==> config.mk <==
export PLATFORM = sky130hd
export DESIGN_NAME = mul_opq_mac
export DESIGN_NICKNAME = d
export VERILOG_FILES = /design/src/rtl/mul_opq_mac.sv
export SDC_FILE = /design/constraint.sdc
export NUM_CORES = 1
export LEC_CHECK = 0
export ABC_AREA = 1
export CORE_MARGIN = 5
export CORE_UTILIZATION = 55
export DETAILED_ROUTE_END_ITERATION = 12
export PLACE_DENSITY = 0.74
export SYNTH_ARGS = -nofsm -noshare
export SYNTH_HDL_FRONTEND = slang
export SYNTH_SLANG_ARGS = --single-unit
==> constraint.sdc <==
create_clock -name mclk -period 4.8 [get_ports mclk]
set_input_delay 0.96 -clock mclk [delete_from_list [all_inputs] [get_ports mclk]]
set_output_delay 0.96 -clock mclk [all_outputs]
set_load 0.02 [all_outputs]
==> src/rtl/mul_opq_mac.sv <==
// Peripheral-bus multiply-accumulate engine: operand pairs are queued in a small FIFO
// and a 16-cycle shift-add unit folds each 32-bit product into a 40-bit accumulator.
module mul_opq_mac #(
   parameter logic [13:0] BASE_ADDR = 14'h0A8,
   parameter int          DEPTH     = 4
) (
   input  logic        mclk,
   input  logic        puc_rst,
   input  logic [13:0] per_addr,
   input  logic [15:0] per_din,
   input  logic        per_en,
   input  logic [1:0]  per_we,
   output logic [15:0] per_dout
);

   localparam int AW = (DEPTH > 1) ? $clog2(DEPTH) : 1;
   localparam int CW = AW + 1;

   typedef enum logic [1:0] {ST_IDLE, ST_MUL, ST_ACC} state_t;

   state_t          state_q, state_d;
   logic [15:0]     opa_q, opa_d;
   logic [AW-1:0]   rd_ptr_q, rd_ptr_d, wr_ptr_q, wr_ptr_d;
   logic [CW-1:0]   count_q, count_d;
   logic            ovf_q, ovf_d;
   logic [39:0]     acc_q, acc_d;
   logic [31:0]     prod_q, prod_d;
   logic [15:0]     mcand_q, mcand_d, mplier_q, mplier_d;
   logic [3:0]      bitcnt_q, bitcnt_d;
   logic [31:0]     mem_q [DEPTH];

   // Addresses below BASE_ADDR wrap to large offsets, so one compare covers both bounds.
   logic [13:0] offs;
   logic        sel, wr_en, rd_en;
   logic        wr_opa, wr_opb, wr_ctl;
   logic        ctl_clr, ctl_clrovf, ctl_flush;
   logic        empty, full, busy, push, pop, acc_upd;
   logic [31:0] head;

   assign offs       = per_addr - BASE_ADDR;
   assign sel        = per_en & (offs < 14'd6);
   assign wr_en      = sel & (per_we == 2'b11);
   assign rd_en      = sel & (per_we == 2'b00);
   assign wr_opa     = wr_en & (offs[2:0] == 3'd0);
   assign wr_opb     = wr_en & (offs[2:0] == 3'd1);
   assign wr_ctl     = wr_en & (offs[2:0] == 3'd2);
   assign ctl_clr    = wr_ctl & per_din[0];
   assign ctl_clrovf = wr_ctl & per_din[1];
   assign ctl_flush  = wr_ctl & per_din[2];

   assign empty   = (count_q == '0);
   assign full    = (count_q == CW'(DEPTH));
   assign busy    = (state_q != ST_IDLE) | ~empty;
   assign push    = wr_opb & ~full & ~ctl_flush;
   assign pop     = (state_q == ST_IDLE) & ~empty & ~ctl_flush;
   assign acc_upd = (state_q == ST_ACC) & ~ctl_flush;
   assign head    = mem_q[rd_ptr_q];

   always_comb begin
      state_d  = state_q;
      opa_d    = opa_q;
      rd_ptr_d = rd_ptr_q;
      wr_ptr_d = wr_ptr_q;
      count_d  = count_q;
      ovf_d    = ovf_q;
      acc_d    = acc_q;
      prod_d   = prod_q;
      mcand_d  = mcand_q;
      mplier_d = mplier_q;
      bitcnt_d = bitcnt_q;

      if (wr_opa) opa_d = per_din;

      if (push) wr_ptr_d = wr_ptr_q + AW'(1);
      if (pop)  rd_ptr_d = rd_ptr_q + AW'(1);
      case ({push, pop})
         2'b10:   count_d = count_q + CW'(1);
         2'b01:   count_d = count_q - CW'(1);
         default: count_d = count_q;
      endcase

      if (wr_opb & full)   ovf_d = 1'b1;
      else if (ctl_clrovf) ovf_d = 1'b0;

      case (state_q)
         ST_IDLE: begin
            if (pop) begin
               mcand_d  = head[31:16];
               mplier_d = head[15:0];
               prod_d   = '0;
               bitcnt_d = '0;
               state_d  = ST_MUL;
            end
         end
         ST_MUL: begin
            if (mplier_q[0]) prod_d = prod_q + ({16'h0, mcand_q} << bitcnt_q);
            mplier_d = mplier_q >> 1;
            bitcnt_d = bitcnt_q + 4'd1;
            if (bitcnt_q == 4'd15) state_d = ST_ACC;
         end
         ST_ACC:  state_d = ST_IDLE;
         default: state_d = ST_IDLE;
      endcase

      // Clear happens before the add, so a coinciding product survives the clear.
      if (ctl_clr)      acc_d = acc_upd ? {8'h0, prod_q} : 40'h0;
      else if (acc_upd) acc_d = acc_q + {8'h0, prod_q};

      if (ctl_flush) begin
         state_d  = ST_IDLE;
         rd_ptr_d = '0;
         wr_ptr_d = '0;
         count_d  = '0;
         prod_d   = '0;
         mplier_d = '0;
         bitcnt_d = '0;
      end
   end

   always_ff @(posedge mclk or posedge puc_rst) begin
      if (puc_rst) begin
         state_q  <= ST_IDLE;
         opa_q    <= '0;
         rd_ptr_q <= '0;
         wr_ptr_q <= '0;
         count_q  <= '0;
         ovf_q    <= 1'b0;
         acc_q    <= '0;
         prod_q   <= '0;
         mcand_q  <= '0;
         mplier_q <= '0;
         bitcnt_q <= '0;
      end else begin
         state_q  <= state_d;
         opa_q    <= opa_d;
         rd_ptr_q <= rd_ptr_d;
         wr_ptr_q <= wr_ptr_d;
         count_q  <= count_d;
         ovf_q    <= ovf_d;
         acc_q    <= acc_d;
         prod_q   <= prod_d;
         mcand_q  <= mcand_d;
         mplier_q <= mplier_d;
         bitcnt_q <= bitcnt_d;
      end
   end

   // Storage carries no reset; emptiness is defined solely by the pointers and count.
   always_ff @(posedge mclk) begin
      if (push) mem_q[wr_ptr_q] <= {opa_q, per_din};
   end

   always_comb begin
      per_dout = 16'h0;
      if (rd_en) begin
         case (offs[2:0])
            3'd2:    per_dout = {4'b0, 4'(count_q), 4'b0, ovf_q, busy, full, empty};
            3'd3:    per_dout = acc_q[15:0];
            3'd4:    per_dout = acc_q[31:16];
            3'd5:    per_dout = {8'h0, acc_q[39:32]};
            default: per_dout = 16'h0;
         endcase
      end
   end

endmodule

==> results_dict.tcl, run 1 <==
set metrics [dict create \
    path_clk_slew_ps 60 \
    die_width_um 181 \
    setup_viol 0 \
    fin_cells 2514 \
    power.density_nw_per_um2 551 \
    grt.overflow.total 0 \
    fmax_ghz 0.219 \
    hold_viol 0 \
    p_seq_frac 0.314 \
    vias 14500 \
    fin_crit_ps 4570 \
    antenna_cells 0 \
    grt_pass1_vias 13900 \
    holdWs_ps 496 \
    leakagePower_nw 8.53 \
    cp.required_ps 3840 \
    endpoint_kind "output pin" \
    synthCells 2075 \
    grt_max_degree 98 \
    yosys_warnings 0 \
    p_clk_frac 0.240 \
    antenna_found_initial 0 \
    timing.rr.end "prod_q[31]$_DFFE_PP0P_" \
    first_pass_iters 6 \
    finalSetupTns_ps 0 \
    die_h_um 181 \
    cap_violations 0 \
    combPwrFrac 0.446 \
    slew_headroom 0.239 \
    synth_edf_count 128 \
    vias_per_cell 5.78 \
    grt_pass1_wl_um 73500 \
    io_buffers 50 \
    cp-startpoint "per_addr[4]" \
    synthFlopType "dfrtp_1" \
    drc 0 \
    tightest_slew_ps 1130 \
    synth-async-reset-ratio 0.511 \
    finalMaxSlewViolations 0 \
    irDropWorstVdd_uv 373 \
    rrSetupSlack_ps 500 \
    dp_hpwl_um 32800 \
    ys_types 55 \
    ant_nets 0 \
    core_sq_um 28800 \
    cp_max_fo 6 \
    r2r_start "bitcnt_q[1]$_DFFE_PP0P_" \
    area_growth_pct 12.2 \
    crit_path_start_kind "primary input" \
    synth_area_sq_um 16100 \
    hold_start "ovf_q$_DFFE_PP0P_" \
    cp.arrival_ps 3610 \
    drive_gt1_frac 0.0587 \
    stdcell_area_sq_um 18000 \
    gp_congestion 0.953 \
    cts_tree "built" \
    min_period_over_period 0.951 \
    rows 62 \
    skew_ps 29.8 \
    reg2reg_depth 17 \
    rsz0062_at_grt "false" \
    layout.nets 2214 \
    endpoint "per_dout[8]" \
    die_area_sq_um 32700 \
    postCtsSetupRepairBufs 0 \
    grt_usage 0.273 \
    wl_per_cell_um 18.1 \
    initial_core_util 0.558 \
    dr.first_iter.drc_count 1196 \
    synth_nets 2182 \
    numCtsBuffers 29 \
    switching_share 0.438 \
    clockBufferDepth 3 \
    intPower_w 0.00559 \
    synth_area_per_cell_sq_um 7.74 \
    worstHoldPathType "register to register" \
    switchingPower_w 0.00435 \
    placed_cell_area_sq_um 17000 \
    critPathKind "primary input to output pin" \
    status "complete, no violations" \
    yosysSeqAreaShare 0.448 \
    insertion_delay_ps 580 \
    synth-seq-cells 262 \
    pin_count 51 \
    wirelength_um 45400 \
    ctsRootBufferMaster "clkbuf_16" \
    cts_num_sinks 262 \
    dp_cells 2460 \
    htreeDepth 1 \
]
[worst min path at each step]
stage,depth (start not counted),slack [ps],end
2_1_floorplan,2,450,ovf_q$_DFFE_PP0P_
3_3_place_gp,2,480,ovf_q$_DFFE_PP0P_
3_5_place_dp,2,480,ovf_q$_DFFE_PP0P_
4_1_cts,2,490,ovf_q$_DFFE_PP0P_
5_1_grt,2,520,ovf_q$_DFFE_PP0P_
6_report,2,500,ovf_q$_DFFE_PP0P_
[power by group through the flow]
stage                     Clock (W)  Sequential [W]  Combinational (W)
after floorplan                   0         0.00294            0.00341
after global placement            0         0.00314            0.00427
after detailed placement          0         0.00315            0.00436
after CTS                   0.00241         0.00311            0.00439
after global routing        0.00252         0.00315            0.00505
final                       0.00239         0.00312            0.00444
[per-layer routing]
metal / GRT usage / share of wire / vias up
met5: 0 / 0 / -
met1: 0.352 / 0.42 / 6898
li1: - / - / 7091
met3: 0.0392 / 0.055 / 102
met4: 0.103 / 0.044 / 0
met2: 0.470 / 0.48 / 442
[stage by stage]
step	utilization	total power [W]	setup slack [ps]
after detailed placement	0.590	0.00751	153
after CTS	0.626	0.00992	136
after global placement	0.590	0.00741	188
after global routing	0.626	0.0107	6.51
final	0.626	0.00994	235
after floorplan	-	0.00635	257
[worst max-delay path, stage by stage]
cell             delay (ps)
clkdlybuf4s50_1         420
inv_1                   110
ha_1                    220
inv_1                   110
o21ai_0                 200
nand3_2                 150
nor3_2                  160
nand3_1                 130
buf_4                   190
inv_1                   110
a32o_1                  200
clkdlybuf4s50_1         630
[what timing repair did]
action,CTS,global route
gates resized for setup,0,7
endpoints found under the setup margin,0,7
endpoints found under the hold margin,0,0
hold buffers,0,0
[synthesized netlist by cell type (4+ instances only)]
master | n | share of area
a21o_1 | 21 | 0.0098
a21oi_1 | 128 | 0.040
a31oi_1 | 29 | 0.011
a32o_1 | 4 | 0.0025
buf_1 | 10 | 0.0023
buf_2 | 16 | 0.0050
clkbuf_1 | 45 | 0.011
clkinv_1 | 4 | 0.00093
dfrtp_1 | 134 | 0.21
edfxtp_1 | 128 | 0.24
ha_1 | 69 | 0.054
inv_1 | 171 | 0.040
inv_2 | 11 | 0.0026
mux2_1 | 8 | 0.0056
mux2_2 | 7 | 0.0049
nand2_1 | 549 | 0.13
nand3_1 | 139 | 0.043
nand4_1 | 41 | 0.016
nor2_1 | 264 | 0.062
nor3_1 | 15 | 0.0047
o211ai_1 | 6 | 0.0028
o21a_1 | 4 | 0.0019
o21ai_0 | 135 | 0.042
o21ai_1 | 49 | 0.015
o21bai_1 | 7 | 0.0033
o221ai_1 | 7 | 0.0038
o22ai_1 | 9 | 0.0035
or2_2 | 12 | 0.0047
xor2_1 | 9 | 0.0049
[cells by family after synthesis]
family,after synthesis,share of synthesized area
compound gates,415,0.145
xor+xnor,11,0.00600
fa+ha+maj,72,0.0575
buf+inv,260,0.0627
flops,262,0.448
mux,17,0.0118
simple gates,1038,0.269
[state kept, by name, indices dropped and copies added, names as in the netlist]
name      flops
acc_q        40
bitcnt_q      4
count_q       3
mcand_q      16
mem_q       128
mplier_q     16
opa_q        16
ovf_q         1
prod_q       32
rd_ptr_q      2
state_q       2
wr_ptr_q      2
[cells in the final DEF, fill, tap and decap left out, types with 8 or more instances in the layout]
cell type | Yosys | final
clkdlybuf4s50_1 | 0 | 43
nand2_1 | 549 | 549
nand3_1 | 139 | 139
mux2_1 | 8 | 8
o21ai_0 | 135 | 135
ha_1 | 69 | 69
o21ai_1 | 49 | 48
or2_2 | 12 | 12
a31oi_1 | 29 | 29
buf_4 | 3 | 23
dfrtp_1 | 134 | 133
inv_2 | 11 | 11
o22ai_1 | 9 | 9
nor3_1 | 15 | 15
inv_1 | 171 | 169
edfxtp_1 | 128 | 128
xor2_1 | 9 | 9
a21oi_1 | 128 | 128
a21o_1 | 21 | 21
nor2_1 | 264 | 260
clkbuf_16 | 0 | 29
nand4_1 | 41 | 41
[area by class of cell]
type	instances	area, sq um
Clock inverter	16	245
Timing Repair Buffer	75	731
Multi-Input combinational cell	1553	7890
Inverter	186	703
Fill cell	2530	10800
Sequential cell	262	7200
Clock buffer	38	779
Tap cell	384	480
(Power assumes the default switching activity.)
==> run 2, diff against run 1 <==
--- a/config.mk
+++ b/config.mk
@@ -9,6 +9,7 @@
 export CORE_MARGIN = 5
 export CORE_UTILIZATION = 55
 export DETAILED_ROUTE_END_ITERATION = 12
+export GPL_ROUTABILITY_DRIVEN = 0
 export PLACE_DENSITY = 0.74
 export SYNTH_ARGS = -nofsm -noshare
 export SYNTH_HDL_FRONTEND = slang
==> results_dict.tcl, run 2 (synthesis gave the netlist of run 1 again) <==
set metrics [dict create \
    status "complete, no violations" \
    rows 62 \
    drc 0 \
    grt_max_degree 71 \
    regArea_sq_um 7200 \
    top_register "mem_q" \
    critPathKind "primary input to output pin" \
    ant_nets 0 \
    path_clk_slew_ps 60 \
    worstHoldPathType "register to register" \
    first_pass_iters 6 \
    clockBufferDepth 3 \
    grt_pass1_wl_um 69000 \
    rsz0062_at_grt "false" \
    cap_violations 0 \
    endpoint_kind "output pin" \
    reg_top3 "mem_q (128), acc_q (40), prod_q (32)" \
    die_width_um 181 \
    layout_common_cells "549 x nand2_1, 260 x nor2_1, 169 x inv_1, 139 x nand3_1, 135 x o21ai_0" \
    finalMaxSlewViolations 0 \
    dp_hpwl_um 31100 \
    wl_per_cell_um 17.2 \
    io_buffers 50 \
    cp.required_ps 3840 \
    multiInputGateArea_sq_um 7890 \
    numCtsBuffers 28 \
    die_area_sq_um 32700 \
    antenna_cells 0 \
    skew_ps 30.7 \
    slew_headroom 0.308 \
    cts_num_sinks 262 \
    htreeDepth 1 \
    insertion_delay_ps 570 \
    finalSetupTns_ps 0 \
    cp_max_fo 6 \
    setup_viol 0 \
    vias 14500 \
    vias_per_cell 5.77 \
    fin_cells 2510 \
    final_common_cell "nand2_1" \
    fmax_ghz 0.219 \
    core_sq_um 28800 \
    layout_setup_ws_ps 224 \
    irDropWorstVdd_uv 419 \
    stdcell_area_sq_um 17900 \
    tightest_slew_ps 1030 \
    crit_path_start_kind "primary input" \
    area_growth_pct 11.6 \
    layout.nets 2211 \
    placed_cell_area_sq_um 17000 \
    dr.first_iter.drc_count 1381 \
    hold_viol 0 \
    largest_register_ffs 128 \
    grt.overflow.total 0 \
    cts_tree "built" \
    initial_core_util 0.558 \
    cp.arrival_ps 3620 \
    dp_slack_ps 74.7 \
    nFillCells 2502 \
    drive_gt1_frac 0.0564 \
    pin_count 51 \
    fin_crit_ps 4580 \
    dp_cells 2458 \
    leakagePower_nw 8.50 \
    grt_pass1_vias 13400 \
    ctsRootBufferMaster "clkbuf_16" \
    grt_usage 0.255 \
    power.density_nw_per_um2 540 \
    min_period_over_period 0.953 \
    hold_buffers 0 \
    wirelength_um 43100 \
    die_h_um 181 \
    antenna_found_initial 0 \
]
[run 2: routing by layer]
| metal | vias to the layer above | global-route usage | wire (um) |
|---|---|---|---|
| li1 | 7074 | - | - |
| met4 | 0 | 0.0802 | 1610 |
| met1 | 6794 | 0.335 | 17900 |
| met2 | 526 | 0.441 | 20800 |
| met5 | - | 0 | 0 |
| met3 | 98 | 0.0332 | 2830 |
[run 2: where the power goes]
group	switching, W	internal [W]	total [W]
clock	0.000905	0.00128	0.00218
combinational	0.00296	0.00145	0.00440
sequential	0.000408	0.00270	0.00311
total	0.00427	0.00542	0.00969
[run 2: per-stage QoR]
| stage | hold WS, ps | power [W] | util |
|---|---|---|---|
| CTS | 503 | 0.00967 | 0.623 |
| global placement | 475 | 0.00734 | 0.590 |
| global route | 525 | 0.0105 | 0.623 |
| finish | 505 | 0.00969 | 0.623 |
| floorplan | 453 | 0.00635 | - |
| detailed placement | 492 | 0.00746 | 0.590 |
[run 2: path summary, 6_finish.rpt]
check | from | end | slack [ps] | cells after the start
worst max-delay path | per_addr[3] | per_dout[8] | 220 | 12
worst min-delay path | ovf_q$_DFFE_PP0P_ | ovf_q$_DFFE_PP0P_ | 500 | 2
worst max register to register | bitcnt_q[1]$_DFFE_PP0P_ | prod_q[23]$_DFFE_PP0P_ | 630 | 15
worst min register to register | ovf_q$_DFFE_PP0P_ | ovf_q$_DFFE_PP0P_ | 500 | 2
max in group asynchronous | puc_rst | acc_q[25]$_DFFE_PP0P_ | 3060 | 3
min in group asynchronous | puc_rst | mplier_q[2]$_DFFE_PP0P_ | 830 | 2
[run 2: worst max-delay path, cell delays in order]
cell and delay (ps):
clkdlybuf4s50_1 420, inv_1 130, ha_1 240, inv_1 100
o21ai_0 200, nand3_2 150, nor3_2 160, nand3_1 150
buf_4 200, inv_1 110, a32o_1 180, clkdlybuf4s50_1 610
[run 2: final cells by class]
| cell class | count | share of cell area |
|---|---|---|
| Multi-Input combinational cell | 1553 | 0.440 |
| Sequential cell | 262 | 0.401 |
| Clock buffer | 32 | 0.0416 |
| Timing Repair Buffer | 73 | 0.0400 |
| Inverter | 186 | 0.0392 |
| Tap cell | 384 | 0.0268 |
| Clock inverter | 20 | 0.0112 |
[run 2: what timing repair did]
action | 4_1_cts | 5_1_grt
gates resized for setup | 0 | 8
endpoints found under the setup margin | 0 | 8
setup buffers | 0 | 0
==> run 3, diff against run 2 <==
--- a/config.mk
+++ b/config.mk
@@ -6,6 +6,7 @@
 export NUM_CORES = 1
 export LEC_CHECK = 0
 export ABC_AREA = 1
+export CAP_MARGIN = 15
 export CORE_MARGIN = 5
 export CORE_UTILIZATION = 55
 export DETAILED_ROUTE_END_ITERATION = 12
==> results of run 3 <==
Same layout as run 2: the final DEF is identical, and so are final timing and power.
